File: src/rtl/vec_alu_seq.sv
`default_nettype none
// ============================================================================
//  Module   : vec_alu_seq
//  Purpose  : Lane-serial vector ALU. A request is captured whole, then one
//             ELEM_WIDTH lane is computed per cycle (lane 0 first) into a
//             result register, which is presented with valid/ready handshake.
//  Revision : 1.0 - initial release
// ============================================================================
module vec_alu_seq #(
  parameter int NUM_LANES  = 8,
  parameter int ELEM_WIDTH = 32,
  parameter int REG_WIDTH  = NUM_LANES * ELEM_WIDTH
) (
  input  logic                 clk,
  input  logic                 rst_n,
  input  logic                 req_valid,
  output logic                 req_ready,
  input  logic [REG_WIDTH-1:0] req_a,
  input  logic [REG_WIDTH-1:0] req_b,
  input  logic [2:0]           req_op,
  input  logic                 req_use_imm,
  output logic                 resp_valid,
  input  logic                 resp_ready,
  output logic [REG_WIDTH-1:0] resp_result,
  output logic                 resp_zero,
  output logic                 resp_err,
  output logic                 busy
);

  localparam int LW  = (NUM_LANES > 1)  ? $clog2(NUM_LANES)  : 1;
  localparam int SHW = (ELEM_WIDTH > 1) ? $clog2(ELEM_WIDTH) : 1;
  localparam logic [LW-1:0] C_LAST_LANE = LW'(NUM_LANES - 1);

  typedef enum logic [1:0] {
    IDLE = 2'd0,
    EXEC = 2'd1,
    DONE = 2'd2
  } state_t;

  state_t                 state_q, state_d;
  logic [REG_WIDTH-1:0]   a_q, a_d;
  logic [REG_WIDTH-1:0]   b_q, b_d;
  logic [2:0]             op_q, op_d;
  logic                   use_imm_q, use_imm_d;
  logic [LW-1:0]          lane_q, lane_d;
  logic [REG_WIDTH-1:0]   result_q, result_d;
  logic                   err_q, err_d;

  logic [ELEM_WIDTH-1:0]  w_a_lane;
  logic [ELEM_WIDTH-1:0]  w_b_lane;
  logic [ELEM_WIDTH-1:0]  w_lane_res;
  logic                   w_accept;
  logic                   w_last_lane;

  assign w_accept    = (state_q == IDLE) && req_valid;
  assign w_last_lane = (lane_q == C_LAST_LANE);

  // Select the operands of the lane currently being computed.
  always_comb begin
    w_a_lane = '0;
    w_b_lane = '0;
    for (int i = 0; i < NUM_LANES; i++) begin
      if (lane_q == LW'(i)) begin
        w_a_lane = a_q[i*ELEM_WIDTH +: ELEM_WIDTH];
        w_b_lane = b_q[i*ELEM_WIDTH +: ELEM_WIDTH];
      end
    end
    // B was already broadcast at capture; lane 0 is the immediate itself.
    if (use_imm_q) begin
      w_b_lane = b_q[ELEM_WIDTH-1:0];
    end
  end

  // Single-lane ALU; all arithmetic wraps within the lane.
  always_comb begin
    w_lane_res = '0;
    case (op_q)
      3'b000:  w_lane_res = w_a_lane + w_b_lane;
      3'b001:  w_lane_res = w_a_lane - w_b_lane;
      3'b010:  w_lane_res = b_q[ELEM_WIDTH-1:0];
      3'b011:  w_lane_res = w_a_lane * w_b_lane;
      3'b100:  w_lane_res = w_a_lane << w_b_lane[SHW-1:0];
      3'b101:  w_lane_res = {{(ELEM_WIDTH-1){1'b0}},
                             ($signed(w_a_lane) < $signed(w_b_lane))};
      default: w_lane_res = '0;
    endcase
  end

  // FSM next state and handshake/status outputs.
  always_comb begin
    state_d     = state_q;
    req_ready   = 1'b0;
    busy        = 1'b1;
    resp_valid  = 1'b0;
    resp_zero   = 1'b0;
    resp_err    = 1'b0;
    resp_result = result_q;
    case (state_q)
      IDLE: begin
        req_ready = 1'b1;
        busy      = 1'b0;
        if (req_valid) state_d = EXEC;
      end
      EXEC: begin
        if (w_last_lane) state_d = DONE;
      end
      DONE: begin
        resp_valid = 1'b1;
        resp_zero  = ~|result_q;
        resp_err   = err_q;
        if (resp_ready) state_d = IDLE;
      end
      default: state_d = IDLE;
    endcase
  end

  // Datapath next state: capture on accept, write one lane per EXEC cycle.
  always_comb begin
    a_d       = a_q;
    b_d       = b_q;
    op_d      = op_q;
    use_imm_d = use_imm_q;
    lane_d    = lane_q;
    result_d  = result_q;
    err_d     = err_q;
    if (w_accept) begin
      a_d       = req_a;
      b_d       = req_use_imm ? {NUM_LANES{req_b[ELEM_WIDTH-1:0]}} : req_b;
      op_d      = req_op;
      use_imm_d = req_use_imm;
      lane_d    = '0;
      result_d  = '0;
      err_d     = (req_op == 3'b110) || (req_op == 3'b111);
    end else if (state_q == EXEC) begin
      for (int i = 0; i < NUM_LANES; i++) begin
        if (lane_q == LW'(i)) begin
          result_d[i*ELEM_WIDTH +: ELEM_WIDTH] = w_lane_res;
        end
      end
      lane_d = w_last_lane ? '0 : lane_q + LW'(1);
    end
  end

  // State and datapath registers; reset abandons any operation in flight.
  always_ff @(posedge clk or negedge rst_n) begin
    if (!rst_n) begin
      state_q   <= IDLE;
      a_q       <= '0;
      b_q       <= '0;
      op_q      <= '0;
      use_imm_q <= 1'b0;
      lane_q    <= '0;
      result_q  <= '0;
      err_q     <= 1'b0;
    end else begin
      state_q   <= state_d;
      a_q       <= a_d;
      b_q       <= b_d;
      op_q      <= op_d;
      use_imm_q <= use_imm_d;
      lane_q    <= lane_d;
      result_q  <= result_d;
      err_q     <= err_d;
    end
  end

endmodule
`default_nettype wire

File: config.mk
export PLATFORM = sky130hd
export DESIGN_NAME = vec_alu_seq
export DESIGN_NICKNAME = d
export VERILOG_FILES = /design/src/rtl/vec_alu_seq.sv
export SDC_FILE = /design/constraint.sdc
export NUM_CORES = 2
export LEC_CHECK = 0
export BUFFER_PORTS_ARGS = -buffer_cell sky130_fd_sc_hd__buf_4
export CAP_MARGIN = 40
export CORE_MARGIN = 5
export CORE_UTILIZATION = 55
export DETAILED_ROUTE_END_ITERATION = 6
export GPL_ROUTABILITY_DRIVEN = 0
export MAX_ROUTING_LAYER = met4
export PLACE_DENSITY = 0.77
export SETUP_SLACK_MARGIN = 0.05
export SLEW_MARGIN = 30
export SYNTH_ARGS = -nofsm -noshare
export SYNTH_HDL_FRONTEND = slang
export SYNTH_SLANG_ARGS = --single-unit
export TNS_END_PERCENT = 1
File: constraint.sdc
create_clock -name clk -period 11.2 [get_ports clk]
set_input_delay 1.12 -clock clk [delete_from_list [all_inputs] [get_ports clk]]
set_output_delay 1.12 -clock clk [all_outputs]
set_load 0.03 [all_outputs]
==> Word-level counts from Yosys, hierarchy flattened <==
Index checks and enable logic that the tools add are counted.
W data, S select, Z words.
{ "word_totals": {"romBits": 0, "latch_bits": 0, "n_memories": 0, "elab_cells": 106, "mem_bits_rw": 0, "reg_bits": 778} }
{ "op_classes": {"add_sub_neg": 3, "div": 0, "n_eq_ne": 19, "n_mux": 41, "reduce_logical": 25, "multipliers": 1, "shifts": 1, "bitwise": 0, "n_lt_le_gt_ge": 1} }
{ "ops": {"columns": ["op", "n"], "rows": [
  ["$mux W32", 25],
  ["$mux W256", 3],
  ["$reduce_or A256 Y1", 1],
  ["$pmux W32 S6", 1],
  ["$add A32 B32 Y32", 1],
  ["$lt A32 B32 Y1", 1],
  ["$mul A32 B32 Y32", 1],
  ["$shl A32 B5 Y32", 1],
  ["$sub A32 B32 Y32", 1],
  ["$eq A3 B3 Y1 const B", 8],
  ["$reduce_bool A2 Y1", 9],
  ["$reduce_and A2 Y1", 8],
  ["$eq A3 B2 Y1 const B", 4],
  ["$mux W3", 3],
  ["$eq A3 B1 Y1 const B", 2],
  ["$logic_not A3 Y1", 2],
  ["$mux W2", 3],
  ["$ne A2 B2 Y1 const B", 3],
  ["$pmux W2 S3", 1],
  ["$mux W1", 5],
  ["$add A3 B1 Y3 const B", 1],
  ["$reduce_and A3 Y1", 1],
  ["$eq A2 B1 Y1 const B", 1],
  ["$eq A2 B2 Y1 const B", 1],
  ["other kinds (4)", 4]
]} }

==> Logic depth before layout (Yosys ltp) <==
{ "logic_depth": {"ltp_word": 15, "ltp_mapped": 45} }

==> Worst setup path before layout <==
OpenSTA, ideal clock, no wires.
{ "synth_path": {"path_kind": "register -> register", "from": "register lane_q[2]", "to": "register result_q[126] (netlist: resp_result[126])", "n_path_buf": 8, "required_ns": 11.062, "slack_ns": 1.464, "path_stages_with_launch": 40, "t_arrival_ns": 9.598, "period_less_slack_ns": 9.736, "setup_time_ns": 0.138, "cell_sequence": "dfrtp_1 buf_6 buf_6 inv_1 buf_2 buf_2 ha_1 or2_4 buf_4 buf_6 a311oi_1 a2111o_1 o211ai_1 a311oi_2 a21oi_4 clkbuf_1 buf_1 nor2_1 [... 4 more ...] fa_1 inv_1 fa_1 fa_1 fa_1 fa_1 ha_1 o21ai_0 a21oi_1 and3_1 and4_1 a211oi_1 or3_1 o21ai_0 xnor2_1 nor2_1 a211oi_2 o21ai_0"} }
{ "synth_via": {"elab_chain_len": 15, "elab_cells_between_ends": 35, "classes_between": "add/sub (2); mul (1); eq/ne (7); shift (1); mux (21); reduce/logical (3)"} }
{ "synth_lines": {"columns": ["item", "line_no", "source"], "rows": [
  ["start: declaration", "45", "logic [LW-1:0] lane_q, lane_d;"],
  ["start signal: assignment", "161", "lane_q <= lane_d;"],
  ["$logic_not A3 Y1", "63", "if (lane_q == LW'(i)) begin"],
  ["$mux W32 (8 in series)", "63", null],
  ["$mux W32", "69", "if (use_imm_q) begin"],
  ["$mul A32 B32 Y32 (tied with other cells)", "81", "3'b011: w_lane_res = w_a_lane * w_b_lane;"],
  ["$pmux W32 S6", "77", "case (op_q)"],
  ["$mux W32", "136", "if (lane_q == LW'(i)) begin"],
  ["$mux W256", "134", "end else if (state_q == EXEC) begin"],
  ["$mux W256", "126", "if (w_accept) begin"],
  ["end signal: assignment", "162", "result_q <= result_d;"],
  ["end: declaration", "46", "logic [REG_WIDTH-1:0] result_q, result_d;"]
]} }
Parallel ways exist; a longest one is shown, timed or not. The select of a mux whose other input is x is not followed.
A chain may end at the register's enable or synchronous reset.

==> Worst setup path in the final report <==
{ "layout_path": {"from": "register lane_q[0]", "to": "register result_q[156] (netlist: resp_result[156])"} }
The elaborated chain is that of the path after synthesis.

==> impl_results.md <==
- Seq/Total Area, Yosys: 0.347
- # setup viols final: 0
- Fraction of the mapped netlist area in compound gates: 0.175
- Post-DRT Antenna Nets: 0
- Post-Synth XOR/XNOR Area: 0.0196
- CP endpoint kind: register
- Detailed-route DRC error count: 68
- DR WL/cell: 27.9 microns
- Share of post-route cells with drive strength above 1: 0.171
- CTS buffer count: 83
- Clock root cell: clkbuf_16
- Via count: 55400
- Simple-gate share of the synthesized area: 0.187
- Syn nets: 7683
- Slowest cell on the critical path: fa_1
- First drt pass iteration count: 7
- Vias/cell: 6.45
- Fmax achieved: 0.0939 GHz
- Initial Util: 0.552
- Yosys warning count: 0
- Slew headroom: 0.367
- Critical Path AT: 11.18 ns
- Fin. Hold Viols: 0
- Die Ht: 329 microns
- Clock transition at path regs: 0.06 ns
- WP buf/inv: 5
- CP Class: reg -> reg
- Post-Syn Area: 56100 sq um
- Most frequent cell after synthesis: nand2_1
- # H-tree levels: 3
- Number of setup buffers added after CTS: 0
- Primary FF master, synth: dfrtp_1
- Clock Latency Late Sink: 0.68 ns
- Die width: 329 microns
- Top-area cell type share of the netlist area: 0.347
- Final Skew: 0.0369 ns
- I/O Pins: 781
- Fin. max-slew vios: 0
- #FFs+latches synth: 778
- Syn-to-layout area delta: 18.1%
- Family with the most delay on the worst path: adder cells
- Sink Count: 778
- Crit-path max FO: 41
- Crit. Startpoint: lane_q[0]$_DFFE_PN0P_
- Data required, critical path: 11.72 ns
- Commonest cells in the netlist: 1568 x nand2_1, 778 x dfrtp_1, 510 x o21ai_0, 480 x nor2_1, 477 x inv_1
- Post-synth top area cell: dfrtp_1
- Core area: 102000 sq um
- Max Buffers Root-to-Sink: 3
- Grt total ovfl: 0
- Largest net degree at the start of global routing: 174
- First-pass GRT wire length: 347000 microns
- Netlist cell types: 113
- Worst Hold Class: in -> async
- Final wirelength: 239000 microns
- Initial antenna violation count: 17
- Cell row count: 117
- Number of synthesized flops with an enable pin: 0
- Post-CTS Resized: 0
- Post-detail-place hpwl: 182000 microns
- Post-layout util: 0.652
- Adder and majority cell fraction of the synthesized area: 0.189
- Gr usage total: 0.443
- Worst Max-Slew Pin Slew: 0.950 ns
- RR Startpoint: lane_q[0]$_DFFE_PN0P_
- Layout net count: 8254
- Port Buf Inserts: 780
- TritonCTS clock tree: yes
- Total of max-cap violations: 0
- Worst Setup Start Kind: register
- Worst path max stage delay: 0.58 ns
- CTS Hold Bufs: 0
- Post-synthesis mux area share: 0.0104
- R2r setup slk: 0.55 ns
- Syn Inst Count: 6560
- Area contributors post-synth: dfrtp_1 35%, fa_1 15%, nand2_1 10%, o21ai_0 4.5%, ha_1 4.3%
- Reg2reg path depth: 30
- Min Clock Period, post-route: 10.65 ns
- Outcome: complete, but fails checks
- Largest family of logic cells by synthesized area: adder cells
- Async SR Flop Fraction: 1.00
- Failing checks: design-rule violations
- First DRT Iteration DRCs: 7974
- Tcrit/Tclk final: 0.951
- Worst R2R End: resp_result[156]$_DFFE_PN0P_
- Cell mode on critical path: fa_1
- Synthesized area per cell: 8.56 sq um
- Setup TNS: 0 ns
- Vias in the first global route: 54100
- Die ar.: 109000 sq um
- RSZ-0062 raised after global routing: no
[metrics by stage]
step / worst slack, ns / area, sq um / std cells / hold WS, ns
after floorplan: 1.46 / 56100 / 6560 / 0.430
after global placement: 0.991 / 62800 / 8380 / 0.451
after detailed placement: 0.783 / 63100 / 8399 / 0.456
after CTS: 0.514 / 66000 / 8554 / 0.469
after global routing: 0.284 / 66300 / 8586 / 0.312
final: 0.549 / 66300 / 8592 / 0.297
[worst max-delay path by stage]
stage / end / slack (ns) / cells past startpoint
floorplan: resp_result[126]$_DFFE_PN0P_ / 1.46 / 39
global placement: resp_result[187]$_DFFE_PN0P_ / 0.99 / 34
detailed placement: resp_result[155]$_DFFE_PN0P_ / 0.78 / 34
CTS: resp_result[123]$_DFFE_PN0P_ / 0.51 / 34
global route: resp_result[156]$_DFFE_PN0P_ / 0.28 / 30
finish: resp_result[156]$_DFFE_PN0P_ / 0.55 / 30
[kinds of logic after synthesis]
group                    after synthesis
multiplexers                          56
flip-flops                           778
AO/OA/AOI/OAI                       1554
adder cells (fa/ha/maj)              603
XOR/XNOR                             114
AND/OR/NAND/NOR                     2493
buffers and inverters                962
[registers in the layout, indices dropped and copies added (netlist names)]
| register | flops |
|---|---|
| state_q | 2 |
| resp_result | 256 |
| use_imm_q | 1 |
| lane_q | 3 |
| b_q | 256 |
| a_q | 256 |
| op_q | 3 |
| err_q | 1 |
[layer usage]
layer  routed length [microns]  up-vias  track usage
met5                         0        -            -
met4                     23700        0        0.316
met3                     36400     1345        0.171
met2                     98700     4721        0.615
met1                     80600    26500        0.526
li1                          -    22900            -
[area by class of cell]
cell class              instances  area, sq um
clock buffers                 123         2470
inverters                     504         1900
diodes                         23         57.6
flip-flops and latches        778        19500
multi-input cells            4820        32800
fillers                      8425        35300
well taps                    1368         1710
repair buffers                944         7490
clock inverters                32          384
[layout by cell type, fill, tap and decap left out, types with 16 or more instances in the layout]
| cell type | instances |
|---|---|
| o211ai_1 | 38 |
| nand3_1 | 79 |
| clkbuf_1 | 17 |
| a31oi_1 | 40 |
| a211oi_1 | 31 |
| nor4_1 | 74 |
| nor2_1 | 474 |
| nand2_1 | 1567 |
| nand4_1 | 18 |
| a21oi_1 | 444 |
| inv_2 | 18 |
| a22o_1 | 112 |
| and2_1 | 50 |
| o21ai_0 | 510 |
| a31o_2 | 18 |
| dfrtp_1 | 777 |
| nand2b_1 | 25 |
| ha_1 | 188 |
| or3_1 | 16 |
| o21a_1 | 18 |
| mux2i_1 | 48 |
| nor2b_1 | 56 |
| o21bai_1 | 17 |
| buf_4 | 910 |
| nor3_1 | 22 |
| a21o_1 | 41 |
| xor2_1 | 23 |
| and3_1 | 24 |
| o22ai_1 | 33 |
| clkinv_2 | 16 |
| inv_1 | 476 |
| clkbuf_8 | 23 |
| xnor2_1 | 82 |
| o2bb2ai_1 | 17 |
| fa_1 | 410 |
| clkbuf_16 | 84 |
| o21ai_1 | 22 |
| nand3b_1 | 35 |
| diode_2 | 23 |
| a2bb2oi_1 | 18 |
Power is not shown: default switching activity piles up to over one toggle a cycle in this logic, so the estimate is an artifact.
